==> src/rtl/bfp_denormalizer.sv <==
// bfp_denormalizer: restores fixed-point I/Q samples from block-floating-point mantissas and checks block framing.
// Optional macro BFP_DENORM_ROUND_EN selects round-half-up; without it the shift truncates (floor).
module bfp_denormalizer #(
    parameter int DATA_W    = 16,
    parameter int EXP_W     = 4,
    parameter int BLOCK_LEN = 256
) (
    input  logic              clk,
    input  logic              rst_n,
    input  logic [DATA_W-1:0] i_in,
    input  logic [DATA_W-1:0] q_in,
    input  logic [EXP_W-1:0]  exponent_in,
    input  logic              valid_in,
    input  logic              last_in,
    output logic              ready_in,
    output logic [DATA_W-1:0] i_out,
    output logic [DATA_W-1:0] q_out,
    output logic              last_out,
    output logic              valid_out,
    input  logic              ready_out,
    output logic              err_short,
    output logic              err_long,
    output logic              err_exp
);

    localparam int CNT_W = $clog2(BLOCK_LEN);
    localparam logic [CNT_W-1:0] LAST_CNT = CNT_W'(BLOCK_LEN - 1);

    typedef enum logic {IDLE, BLOCK} state_t;

    state_t            state;
    logic [CNT_W-1:0]  cnt;
    logic [EXP_W-1:0]  exp_lat;
    logic              accept;
    logic [EXP_W-1:0]  shift;
    logic [DATA_W-1:0] i_shifted;
    logic [DATA_W-1:0] q_shifted;

    function automatic logic [DATA_W-1:0] restore(input logic [DATA_W-1:0] x,
                                                  input logic [EXP_W-1:0]  s);
        logic signed [DATA_W-1:0] xs;
        logic signed [DATA_W-1:0] floor_val;
`ifdef BFP_DENORM_ROUND_EN
        logic signed [DATA_W-1:0] half;
`endif
        xs        = signed'(x);
        floor_val = xs >>> s;
`ifdef BFP_DENORM_ROUND_EN
        // Bit s-1 of the mantissa is the half-LSB that decides rounding up.
        half = xs >>> (s - 1'b1);
        if (s == '0)
            return x;
        else if (32'(s) >= DATA_W)
            return '0;
        else
            return floor_val + {{(DATA_W-1){1'b0}}, half[0]};
`else
        return floor_val;
`endif
    endfunction

    assign ready_in = !valid_out || ready_out;

    always_comb begin
        accept    = valid_in && ready_in;
        shift     = (state == IDLE) ? exponent_in : exp_lat;
        i_shifted = restore(i_in, shift);
        q_shifted = restore(q_in, shift);
    end

    always_ff @(posedge clk or negedge rst_n) begin
        if (!rst_n) begin
            state     <= IDLE;
            cnt       <= '0;
            exp_lat   <= '0;
            i_out     <= '0;
            q_out     <= '0;
            last_out  <= 1'b0;
            valid_out <= 1'b0;
            err_short <= 1'b0;
            err_long  <= 1'b0;
            err_exp   <= 1'b0;
        end else begin
            err_short <= 1'b0;
            err_long  <= 1'b0;
            err_exp   <= 1'b0;
            if (accept) begin
                valid_out <= 1'b1;
                i_out     <= i_shifted;
                q_out     <= q_shifted;
                if (state == IDLE) begin
                    exp_lat <= exponent_in;
                    if (last_in) begin
                        // A one-beat block is always too short.
                        err_short <= 1'b1;
                        last_out  <= 1'b1;
                    end else begin
                        last_out <= 1'b0;
                        cnt      <= CNT_W'(1);
                        state    <= BLOCK;
                    end
                end else begin
                    err_exp <= (exponent_in != exp_lat);
                    if (last_in || cnt == LAST_CNT) begin
                        last_out  <= 1'b1;
                        err_short <= last_in && (cnt != LAST_CNT);
                        err_long  <= !last_in;
                        cnt       <= '0;
                        state     <= IDLE;
                    end else begin
                        last_out <= 1'b0;
                        cnt      <= cnt + 1'b1;
                    end
                end
            end else if (ready_out) begin
                valid_out <= 1'b0;
            end
        end
    end

endmodule

==> config.mk <==
export PLATFORM = sky130hd
export DESIGN_NAME = bfp_denormalizer
export DESIGN_NICKNAME = d
export VERILOG_FILES = /design/src/rtl/bfp_denormalizer.sv
export SDC_FILE = /design/constraint.sdc
export NUM_CORES = 1
export LEC_CHECK = 0
export CAP_MARGIN = 20
export CORE_MARGIN = 4
export CORE_UTILIZATION = 51
export DETAILED_ROUTE_END_ITERATION = 8
export PLACE_DENSITY = 0.77
export SYNTH_ARGS = -nofsm -noshare
export SYNTH_HDL_FRONTEND = slang
export SYNTH_SLANG_ARGS = --single-unit
==> constraint.sdc <==
create_clock -name clk -period 2.56 [get_ports clk]
set_clock_uncertainty 0.15 [all_clocks]
set_input_delay 0.512 -clock clk [delete_from_list [all_inputs] [get_ports clk]]
set_output_delay 0.512 -clock clk [all_outputs]
set_load 0.02 [all_outputs]
==> results of run 1 <==
## critical path: stages
cell and delay, ns:
clkdlybuf4s50_1 0.51, mux2i_2 0.19, buf_4 0.21, mux4_1 0.58, and2_1 0.17, a211oi_1 0.24, a311oi_1 0.07
## kinds of logic after synthesis
kind of cell | count (synthesis) | synth area share
flip-flops | 50 | 0.3578
AO/OA/AOI/OAI | 100 | 0.1835
AND/OR/NAND/NOR | 100 | 0.1263
XOR/XNOR | 4 | 0.01002
adder cells (fa/ha/maj) | 1 | 0.003577
buffers and inverters | 29 | 0.04544
multiplexers | 79 | 0.2733
## area by class of cell
class / count / share of cell area
inverters: 2 / 0.001584
repair buffers: 131 / 0.2503
clock inverters: 2 / 0.007922
well taps: 77 / 0.02033
flip-flops and latches: 50 / 0.2641
clock buffers: 6 / 0.01532
multi-input cells: 284 / 0.4405
## synth_stat cells (2+ instances only)
library cell,number
inv_1,2
mux2i_1,63
mux2i_4,2
mux2_2,4
a21o_1,2
nor2_1,25
a211o_1,2
buf_4,6
nand4_1,6
a311oi_1,5
and2_1,3
nand2_1,39
a221oi_1,2
dfrtp_1,50
nor3_1,9
nand2b_1,2
a211oi_1,6
a32oi_1,5
mux4_2,4
a22oi_1,8
a22o_1,4
buf_2,4
nand3_1,10
buf_6,3
clkbuf_1,12
xnor2_1,4
buf_1,2
o211ai_1,2
and3_1,4
o221ai_1,2
mux4_1,5
a21oi_1,22
o21ai_0,32
## registers in the layout (all words and copies together), names as in the netlist
name,cells
q_out,16
exp_lat,4
state,1
i_out,16
err_exp,1
err_long,1
err_short,1
valid_out,1
last_out,1
cnt,8
## worst max path at each step
stage,cells past startpoint,slack [ns],end
after floorplan,5,0.40,q_out[3]
after global placement,7,-0.10,q_out[3]
after detailed placement,7,-0.16,q_out[3]
after CTS,3,0.12,ready_in
after global routing,8,0.05,q_out[3]
final,7,0.12,q_out[3]
## routing by layer
layer | vias to the layer above | wire length, µm
li1 | 1597 | -
met1 | 1641 | 4678
met2 | 196 | 4701
met3 | 24 | 963
met4 | 0 | 227
met5 | - | 0
## where the power goes
part	switching, mW	total (mW)	internal (mW)
clock network	0.278	0.570	0.292
logic	0.839	1.64	0.799
registers	0.120	1.07	0.951
total	1.24	3.28	2.04
## through the flow
stage / setup WS [ns] / cell area (µm²) / hold slack (ns) / utilization / setup TNS [ns]
6_report: 0.1206 / 4738 / 0.006506 / 0.7295 / 0
3_5_place_dp: -0.1592 / 4613 / 0.3133 / 0.7103 / -1.492
3_3_place_gp: -0.1007 / 4613 / 0.3099 / 0.7103 / -0.7974
4_1_cts: 0.1244 / 4723 / 0.02543 / 0.7272 / 0
2_1_floorplan: 0.3985 / 3497 / 0.06641 / - / 0
5_1_grt: 0.05413 / 4738 / 0.03955 / 0.7295 / 0
## repair_timing
| action | 4_1_cts | 5_1_grt |
|---|---|---|
| endpoints found under the hold margin | 0 | 0 |
| hold buffers | 0 | 0 |
| setup endpoints to repair | 0 | 1 |
| setup buffers | 0 | 2 |
| resized for setup | 0 | 0 |
==> flow_metrics.py, run 1 <==
metrics = {
    "outcome": {
        "outcome": "complete, no violations",
    },
    "sta": {
        "drv_slew": 0,
        "fmax_mhz": 409.9,
        "min_period_over_period": 0.9529,
        "setup_viol": 0,
        "hold_violations": 0,
        "period_minus_slack_ns": 2.439,
        "rsz0062_at_grt": "false",
        "worst_pin_slew_ns": 0.7200,
        "relSlewSlack": 0.5149,
    },
    "floorplan": {
        "dieArea_mm2": 0.008246,
        "die_width_um": 90.81,
        "start_util": 0.5384,
        "io_pins": 79,
        "rows": 29,
        "die_h_um": 90.81,
        "core_area_mm2": 0.006495,
    },
    "finish": {
        "antenna_cells": 0,
        "final_nets": 516,
        "drive_above_1_share": 0.1516,
        "syn2layout_area_growth_pct": 35.49,
        "stdcell_count": 552,
        "final_common_cell": "clkdlybuf4s50_1",
        "multiInputGateArea_mm2": 0.002087,
        "regArea_mm2": 0.001251,
        "layout_common_cells": "clkdlybuf4s50_1, mux2i_1, buf_4",
        "nFillCells": 494,
    },
    "setup_path": {
        "start_kind": "primary input",
        "worst-r2r-setup-slack_ns": 0.21,
        "arrival_ns": 2.48,
        "worst_ep_required_time_ns": 2.60,
        "worstReg2RegStart": "state",
        "cp_max_fo": 8,
        "r2r_end": "q_out[0]",
        "crit_type": "primary input to register",
        "cp-startpoint": "exponent_in[1]",
        "reg2reg_depth": 7,
        "worstSetupEndpointType": "register",
    },
    "global_route": {
        "antenna_found_initial": 0,
        "grt_max_degree": 22,
        "grtUsageMet2": 0.3904,
        "met3_usage": 0.05583,
        "met1_usage": 0.3700,
        "grt_usage": 0.2588,
        "grt_pass1_vias": 3325,
        "gr-max-usage-layer": "met2",
        "grt_pass1_wl_mm": 17.26,
        "gr-total-overflow": 0,
    },
    "power": {
        "leakagePower_nw": 2.112,
        "power.total_mw": 3.278,
        "power_density_mw_per_mm2": 691.7,
        "peakVddDrop_uv": 484.8,
    },
    "yosys": {
        "syn_nets": 405,
        "synthCells": 363,
        "ys.flop_type": "dfrtp_1",
        "synth-warning-count": 0,
        "yosysSeqAreaShare": 0.3578,
        "ys_types": 45,
        "async_flop_share": 1.000,
        "yosysTopAreaCellShare": 0.3578,
        "ys_top_cells_by_area": "dfrtp_1, mux2i_1, o21ai_0, nand2_1, mux4_1",
        "syn-cell-area_mm2": 0.003497,
        "yosysTopAreaCell": "dfrtp_1",
        "syn-mean-instance-area_um2": 9.634,
        "synth_edf_count": 0,
        "ys_ff_latch": 50,
    },
    "routing": {
        "drc": 0,
        "first_pass_iters": 5,
        "antenna_left": 0,
        "viasPerCell": 6.264,
        "first_iter_violations": 350,
        "routed_wirelength_mm": 10.57,
        "wl_per_cell_um": 19.15,
        "vias": 3458,
    },
    "clock_tree": {
        "cts_tree": "built",
        "insertion_delay_ns": 0.31,
        "cts.clk_slew.worst_paths_ns": 0.09,
        "cts_buffers": 5,
        "clk_path_buf_depth": 2,
        "cts_sinks": 50,
        "root_buffer": "clkbuf_8",
        "cts-htree-levels": 2,
    },
    "hold_path": {
        "min_path_type": "primary input to async pin",
    },
    "placement": {
        "place_inst": 542,
        "place.gp.congestion": 0.9791,
        "hpwlAfterDp_mm": 8.184,
        "port_buffers": 78,
    },
    "run": {
        "maxCapViolations": 0,
    },
}
Power figures use the tool's default switching activity.
==> inputs of run 2 (changes only) <==
--- a/config.mk
+++ b/config.mk
@@ -5,11 +5,13 @@
 export SDC_FILE = /design/constraint.sdc
 export NUM_CORES = 1
 export LEC_CHECK = 0
+export ABC_AREA = 0
 export CAP_MARGIN = 20
 export CORE_MARGIN = 4
-export CORE_UTILIZATION = 51
+export CORE_UTILIZATION = 58
 export DETAILED_ROUTE_END_ITERATION = 8
-export PLACE_DENSITY = 0.77
+export DONT_BUFFER_PORTS = 1
+export PLACE_DENSITY = 0.72
 export SYNTH_ARGS = -nofsm -noshare
 export SYNTH_HDL_FRONTEND = slang
 export SYNTH_SLANG_ARGS = --single-unit
==> constraint.sdc (replaced) <==
create_clock -name clk -period 2 [get_ports clk]
set_clock_uncertainty 0.15 [all_clocks]
set_input_delay 0.4 -clock clk [delete_from_list [all_inputs] [get_ports clk]]
set_output_delay 0.4 -clock clk [all_outputs]
set_load 0.02 [all_outputs]
==> run 2 against run 1 <==
Against the previous run: the flow now finishes with violations (setup timing); clock power is 30% higher; register-to-register slack worse by 0.39 ns; via count is 6.9% lower; wire length is 0.10% higher; sequential power is 51% higher; sequential cell count stayed put; critical path depth is 1 lower; sequential share of layout area is 1.5 points higher; clock-buffer cell count stayed put; worst setup slack worse by 0.30 ns; critical endpoint is now i_out[3]; largest power group unchanged.
==> flow_metrics.py, run 2 (same netlist as run 1, synthesis figures left out) <==
metrics = {
    "floorplan": {
        "start_util": 0.5942,
        "rows": 28,
        "io_pins": 79,
        "core_area_mm2": 0.005886,
        "dieArea_mm2": 0.007336,
        "die_width_um": 85.65,
        "die_h_um": 85.65,
    },
    "global_route": {
        "grt_max_degree": 51,
        "antenna_found_initial": 0,
        "gr-total-overflow": 0,
        "grt_usage": 0.2829,
        "grt_pass1_vias": 3188,
        "grt_pass1_wl_mm": 16.35,
    },
    "setup_path": {
        "start_kind": "register",
        "crit_chain": "mux2i_4, buf_12, mux4_2, and2_4, a211oi_2, a311oi_1",
        "crit_type": "register to register",
        "worst_ep_required_time_ns": 2.01,
        "arrival_ns": 2.20,
        "cp-startpoint": "state",
        "cp_max_fo": 7,
        "worstReg2RegStart": "state",
        "max_stage_delay_ns": 0.50,
        "worstSetupEndpointType": "register",
        "crit_slowest_cell": "dfrtp_2",
    },
    "clock_tree": {
        "cts_sinks": 50,
        "cts_tree": "built",
        "cts-htree-levels": 2,
        "cts.clk_slew.worst_paths_ns": 0.10,
        "insertion_delay_ns": 0.31,
        "cts_buffers": 5,
        "root_buffer": "clkbuf_8",
        "clk_path_buf_depth": 2,
    },
    "finish": {
        "final_nets": 457,
        "antenna_cells": 0,
        "fin_util": 0.7617,
        "layout_common_cells": "dfrtp_1, buf_4, mux2i_1",
        "top_regs": "i_out x16, q_out x16, cnt x8",
        "stdcell_count": 491,
        "drive_above_1_share": 0.3125,
        "syn2layout_area_growth_pct": 28.19,
    },
    "power": {
        "leakagePower_nw": 1.936,
        "p_sw_mw": 1.626,
        "pwr-share-clk": 0.179,
        "peakVddDrop_uv": 589.7,
        "p_int_mw": 2.515,
        "power.total_mw": 4.141,
        "comb_power_share": 0.429,
        "netSwitchingFraction": 0.3927,
        "power_density_mw_per_mm2": 923.7,
        "power_frac_seq": 0.392,
    },
    "outcome": {
        "violations": "setup timing",
        "outcome": "complete, but fails checks",
    },
    "sta": {
        "relSlewSlack": 0.6071,
        "period_minus_slack_ns": 2.184,
        "hold_ws_ns": 0.03698,
        "drv_slew": 0,
        "worst_pin_slew_ns": 0.5888,
        "hold_violations": 0,
        "fmax_mhz": 457.9,
        "min_period_over_period": 1.092,
        "rsz0062_at_grt": "true",
        "setup_viol": 24,
        "finalWorstSetupSlack_ns": -0.1840,
    },
    "routing": {
        "vias": 3220,
        "wl_per_cell_um": 21.55,
        "antenna_left": 0,
        "first_iter_violations": 179,
        "routed_wirelength_mm": 10.58,
        "drc": 0,
        "viasPerCell": 6.558,
        "first_pass_iters": 5,
    },
    "hold_path": {
        "min_path_type": "primary input to register",
        "hold_path.startpoint": "i_in[15]",
    },
    "placement": {
        "place_inst": 464,
        "port_buffers": 0,
        "place.gp.congestion": 0.8807,
        "hpwlAfterDp_mm": 7.194,
    },
    "run": {
        "maxCapViolations": 0,
    },
}
run 2: cell count changes in the layout (fill, tap and decap cells not counted), moves of 11 or more:
| cell | change |
|---|---|
| clkdlybuf4s50_1 | -77 |
| mux2i_1 | -15 |
| o21ai_0 | -15 |
| buf_6 | +13 |
| mux2i_4 | +11 |
| o21ai_1 | +13 |
run 2: final timing paths:
| check | to | slack, ns | depth (start not counted) |
|---|---|---|---|
| worst max-delay path | i_out[3] | -0.18 | 6 |
| worst min-delay path | i_out[15] | 0.04 | 2 |
| worst max register to register | i_out[3] | -0.18 | 6 |
| worst min register to register | cnt[7] | 0.33 | 1 |
| max in group asynchronous | state | 1.04 | 2 |
| min in group asynchronous | cnt[3] | 0.44 | 2 |
run 2: metrics by stage:
stage	TNS (ns)	setup WS (ns)	area (µm²)
after floorplan	-0.008975	-0.003458	3497
after global placement	-4.029	-0.3052	3885
after detailed placement	-5.669	-0.3768	3885
after CTS	-1.775	-0.1386	4235
after global routing	-3.858	-0.2293	4483
final	-1.935	-0.1840	4483
run 2: power by group through the flow:
stage	combinational [mW]	clock (mW)	sequential (mW)
after floorplan	0.972	0	1.58
after global placement	1.36	0	1.64
after detailed placement	1.39	0	1.65
after CTS	1.57	0.735	1.63
after global routing	1.90	0.781	1.65
final	1.78	0.740	1.62
run 2: layout make-up:
cell class | instances | area, µm²
multi-input combinational | 284 | 2317
fill | 404 | 1403
sequential | 50 | 1252
timing repair buffer | 72 | 701.9
tap | 75 | 93.84
clock buffer | 6 | 72.57
clock inverter | 2 | 37.54
inverter | 2 | 7.507
run 2: timing repair:
item / 4_1_cts / 5_1_grt
setup endpoints to repair: 30 / 32
gates cloned: 1 / 1
buffers inserted: 9 / 6
pin swaps: 5 / 10
endpoints found under the hold margin: 51 / 0
hold buffers: 3 / 0
gates resized for setup: 38 / 44
run 2: critical path, delay by kind of cell (launching register included):
kind                   cells  cell delay (ns)
AO/OA/AOI/OAI              2             0.23
buffers and inverters      1             0.16
flip-flops                 1             0.50
multiplexers               2             0.82
AND/OR/NAND/NOR            1             0.17
run 2: layer usage:
layer,up-vias,wire (µm),track usage
met3,27,984,0.06916
met1,1560,4425,0.3948
met2,165,4924,0.4428
li1,1468,-,-
met5,-,0,0
met4,0,246,0.07626
